$ cat src/rtl/mux_rr_nx1.sv
// N-input registered mux with valid/ready on every port.
// Winner is either an external select or a round-robin scan.
module mux_rr_nx1 #(
  parameter int N    = 4,
  parameter int W    = 8,
  parameter int MODE = 0,
  parameter int SELW = $clog2(N)
) (
  input  logic              clk,
  input  logic              rst,
  input  logic [N*W-1:0]    in_data,
  input  logic [N-1:0]      in_valid,
  output logic [N-1:0]      in_ready,
  input  logic [SELW-1:0]   sel,
  output logic [W-1:0]      out_data,
  output logic              out_valid,
  input  logic              out_ready,
  output logic [SELW-1:0]   out_chan
);

  logic            load;
  logic            grant;
  logic [SELW-1:0] winner;
  logic [SELW-1:0] ptr;
  logic [SELW-1:0] ptr_nxt;

  function automatic int rot(
    input logic [SELW-1:0] p,
    input int              k
  );
    int s;
    s = int'(p) + k;
    if (s >= N) s = s - N;
    return s;
  endfunction

  assign load = !out_valid || out_ready;

  // Reverse scan so the channel closest to ptr is written last
  always_comb begin
    grant  = 1'b0;
    winner = '0;
    if (MODE == 0) begin
      for (int i = 0; i < N; i++) begin
        if (sel == SELW'(i) && in_valid[i]) begin
          grant  = 1'b1;
          winner = SELW'(i);
        end
      end
    end else begin
      for (int k = N - 1; k >= 0; k--) begin
        if (in_valid[rot(ptr, k)]) begin
          grant  = 1'b1;
          winner = SELW'(rot(ptr, k));
        end
      end
    end
  end

  always_comb begin
    in_ready = '0;
    for (int i = 0; i < N; i++) begin
      in_ready[i] = !rst && load && grant
                    && (winner == SELW'(i));
    end
  end

  assign ptr_nxt = (winner == SELW'(N - 1))
                   ? '0 : winner + 1'b1;

  always_ff @(posedge clk) begin
    if (rst) begin
      out_valid <= 1'b0;
      out_data  <= '0;
      out_chan  <= '0;
      ptr       <= '0;
    end else if (load) begin
      out_valid <= grant;
      if (grant) begin
        out_data <= in_data[winner*W +: W];
        out_chan <= winner;
        if (MODE == 1) ptr <= ptr_nxt;
      end
    end
  end

endmodule

$ cat config.mk
export PLATFORM = sky130hd
export DESIGN_NAME = mux_rr_nx1
export DESIGN_NICKNAME = d
export VERILOG_FILES = /design/src/rtl/mux_rr_nx1.sv
export SDC_FILE = /design/constraint.sdc
export NUM_CORES = 1
export LEC_CHECK = 0
export ABC_AREA = 1
export CAP_MARGIN = 20
export CORE_UTILIZATION = 36
export DETAILED_ROUTE_END_ITERATION = 16
export PLACE_DENSITY = 0.79
export SLEW_MARGIN = 20
export SYNTH_ARGS = -nofsm -noshare
export SYNTH_HDL_FRONTEND = slang
export SYNTH_SLANG_ARGS = --single-unit
$ cat constraint.sdc
create_clock -name clk -period 1.22 [get_ports clk]
set_input_delay 0.183 -clock clk [delete_from_list [all_inputs] [get_ports clk]]
set_output_delay 0.183 -clock clk [all_outputs]
set_load 0.05 [all_outputs]
==> flow_metrics.tcl <==
set metrics [dict create \
    status "finished, violations left" \
    violations "setup timing" \
    path_clk_slew_ns 0.06 \
    post-route-min-period_ns 1.48 \
    viasPerCell 4.82 \
    fillers 147 \
    syn_area_per_cell_um2 5.43 \
    antenna_found_initial 0 \
    path_max_fanout 3 \
    die_h_um 52.1 \
    setup_violations 4 \
    ir_drop_mv 0.641 \
    dp_hpwl_um 2570 \
    syn_nets 207 \
    instances_no_fill 269 \
    reg2reg_from "out_valid" \
    worst_slew_pin_slew_ns 0.224 \
    port-buffer-count 55 \
    finalClockSkew_ns 0.00325 \
    final_core_utilization_pct 85.0 \
    core_area_mm2 0.00230 \
    hold_slack_ns 0.469 \
    crit_start "sel[1]" \
    root_buffer "clkbuf_4" \
    area_growth_pct 117 \
    clock_latency_ns 0.28 \
    diodes 0 \
    hold_class "in2reg" \
    nNetsFinal 283 \
    drive_gt1_share_pct 25.3 \
    die-area_mm2 0.00271 \
    drt_iter0_markers 42 \
    ys_warn_count 0 \
    drv_slew 0 \
    routed_wl_um 3210 \
    worstSetupPathType "in2out" \
    cap_violations 0 \
    grt_max_degree 19 \
    min_from "sel[0]" \
    ys_ff_latch 11 \
    max_slew_margin_pct 85.0 \
    power.density_mw_per_mm2 794 \
    syn_area_um2 902 \
    worstPathArrival_ns 1.30 \
    route.vias.total 1296 \
    htree_levels 1 \
    firstDrtPassIters 4 \
    finalHoldViolations 0 \
    rows 17 \
    fin_tns_setup_ns -1.02 \
    dp.cells 261 \
    r2r_setup_slack_ns 0.06 \
    clockBufferDepth 2 \
    grt_pass1_wl_um 5230 \
    dp_slack_ns -0.745 \
    start_util_pct 39.3 \
    timing.final.crit_share_pct 122 \
    netlist_instances 166 \
    grt_pass1_vias 1249 \
    critPathLaunchType "primary input" \
    wl_per_cell_um 11.9 \
    drc 0 \
    gp_congestion 0.802 \
    die-width_um 52.1 \
    cp_data_required_time_ns 1.04 \
    yosys.cell_types.count 17 \
    layout_setup_ws_ns -0.263 \
    top_level_ports 56 \
    rsz0062_at_grt "true" \
    ys_seq_area_share_pct 24.4 \
    globalRouteOverflowTotal 0 \
    ant_nets 0 \
    p_leak_nw 0.973 \
    grt_use_total_pct 26.9 \
    clock_sinks 11 \
    numCtsBuffers 3 \
    fmax_mhz 674 \
    cts_tree "yes" \
    end_kind "output pin" \
]
[area by class of cell]
class	count	area (um2)	share of cell area [%]
timing repair buffer	76	913	46.8
multi-input combinational	119	623	31.9
sequential	11	224	11.5
clock buffer	4	26.3	1.35
inverter	31	131	6.73
tap	28	35.0	1.79
[flip-flops by register name, indices dropped and copies added, names as in the netlist]
| name | count |
|---|---|
| out_chan | 2 |
| out_valid | 1 |
| out_data | 8 |
[synth_stat cells]
library cell  number  area (um2)
nand2_1           61         229
inv_1             30         113
nand3_1           26         130
nor2_1            21        78.8
dfxtp_1           11         220
a21oi_1            2        10.0
buf_2              2        10.0
buf_6              2        22.5
nand2_2            2        12.5
nand3_2            2        20.0
a21oi_2            1        8.76
clkbuf_1           1        3.75
clkinv_1           1        3.75
nand2_4            1        11.3
nand3b_1           1        7.51
nor3_1             1        5.00
o21ai_4            1        16.3
[worst paths after layout]
kind	endpoint	cells after the start
min	out_valid	5
max reg2reg	out_data[1]	8
min reg2reg	out_chan[1]	2
max	in_ready[1]	11
[through the flow]
| stage | area, um2 | total power [mW] |
|---|---|---|
| 2_1_floorplan | 1010 | 0.837 |
| 3_3_place_gp | 1890 | 1.27 |
| 3_5_place_dp | 1890 | 1.29 |
| 4_1_cts | 1920 | 1.54 |
| 5_1_grt | 1950 | 1.65 |
| 6_report | 1950 | 1.55 |
[cells by family after synthesis]
group,synth area share (%)
buffers and inverters,16.9
flip-flops,24.4
AO/OA/AOI/OAI,3.88
AND/OR/NAND/NOR,54.8
[routing by layer]
layer | wire length, um | share of wire, % | track usage [%]
met5 | 0 | 0 | 0
met4 | 93 | 2.9 | 16.7
met3 | 194 | 6.0 | 4.09
met2 | 1720 | 54 | 48.9
met1 | 1200 | 37 | 28.5
[layout by cell type, fill, tap and decap left out]
| master | count |
|---|---|
| inv_1 | 27 |
| dfxtp_4 | 1 |
| clkbuf_4 | 3 |
| o21ai_4 | 1 |
| nand3_2 | 1 |
| nor2_1 | 16 |
| inv_4 | 1 |
| clkdlybuf4s50_1 | 34 |
| a21oi_2 | 1 |
| nand3_1 | 24 |
| nand2_1 | 60 |
| clkbuf_1 | 1 |
| buf_2 | 2 |
| clkinv_1 | 1 |
| nand3_4 | 3 |
| buf_4 | 14 |
| nand2_4 | 4 |
| a21oi_1 | 2 |
| nor3_4 | 1 |
| nand3b_1 | 1 |
| dlygate4sd2_1 | 4 |
| nor2_4 | 4 |
| buf_12 | 20 |
| inv_2 | 1 |
| dfxtp_1 | 10 |
| buf_6 | 2 |
| nor2_2 | 1 |
| inv_12 | 1 |
[power breakdown]
| part | total (mW) | leakage [nW] | switching, mW | internal (mW) |
|---|---|---|---|---|
| Combinational | 0.863 | 0.866 | 0.421 | 0.442 |
| Sequential | 0.436 | 0.0916 | 0.0388 | 0.397 |
| Clock | 0.251 | 0.0150 | 0.124 | 0.127 |
| Total | 1.55 | 0.973 | 0.584 | 0.966 |
[worst max-delay path, cell delays in order]
cell     delay [ns]
buf_2          0.12
buf_12         0.14
inv_12         0.05
nand3_4        0.09
nand2_4        0.11
nor2_4         0.05
nor2_4         0.10
nand2_4        0.08
buf_12         0.13
nor2_4         0.10
buf_12         0.14
[repair_timing]
action / in CTS / in global routing
setup endpoints to repair: 14 / 12
hold buffers: 0 / 0
pin swaps: 6 / 1
buffers inserted: 2 / 2
resized for setup: 15 / 4
endpoints found under the hold margin: 0 / 0
Power figures use the tool's default switching activity.
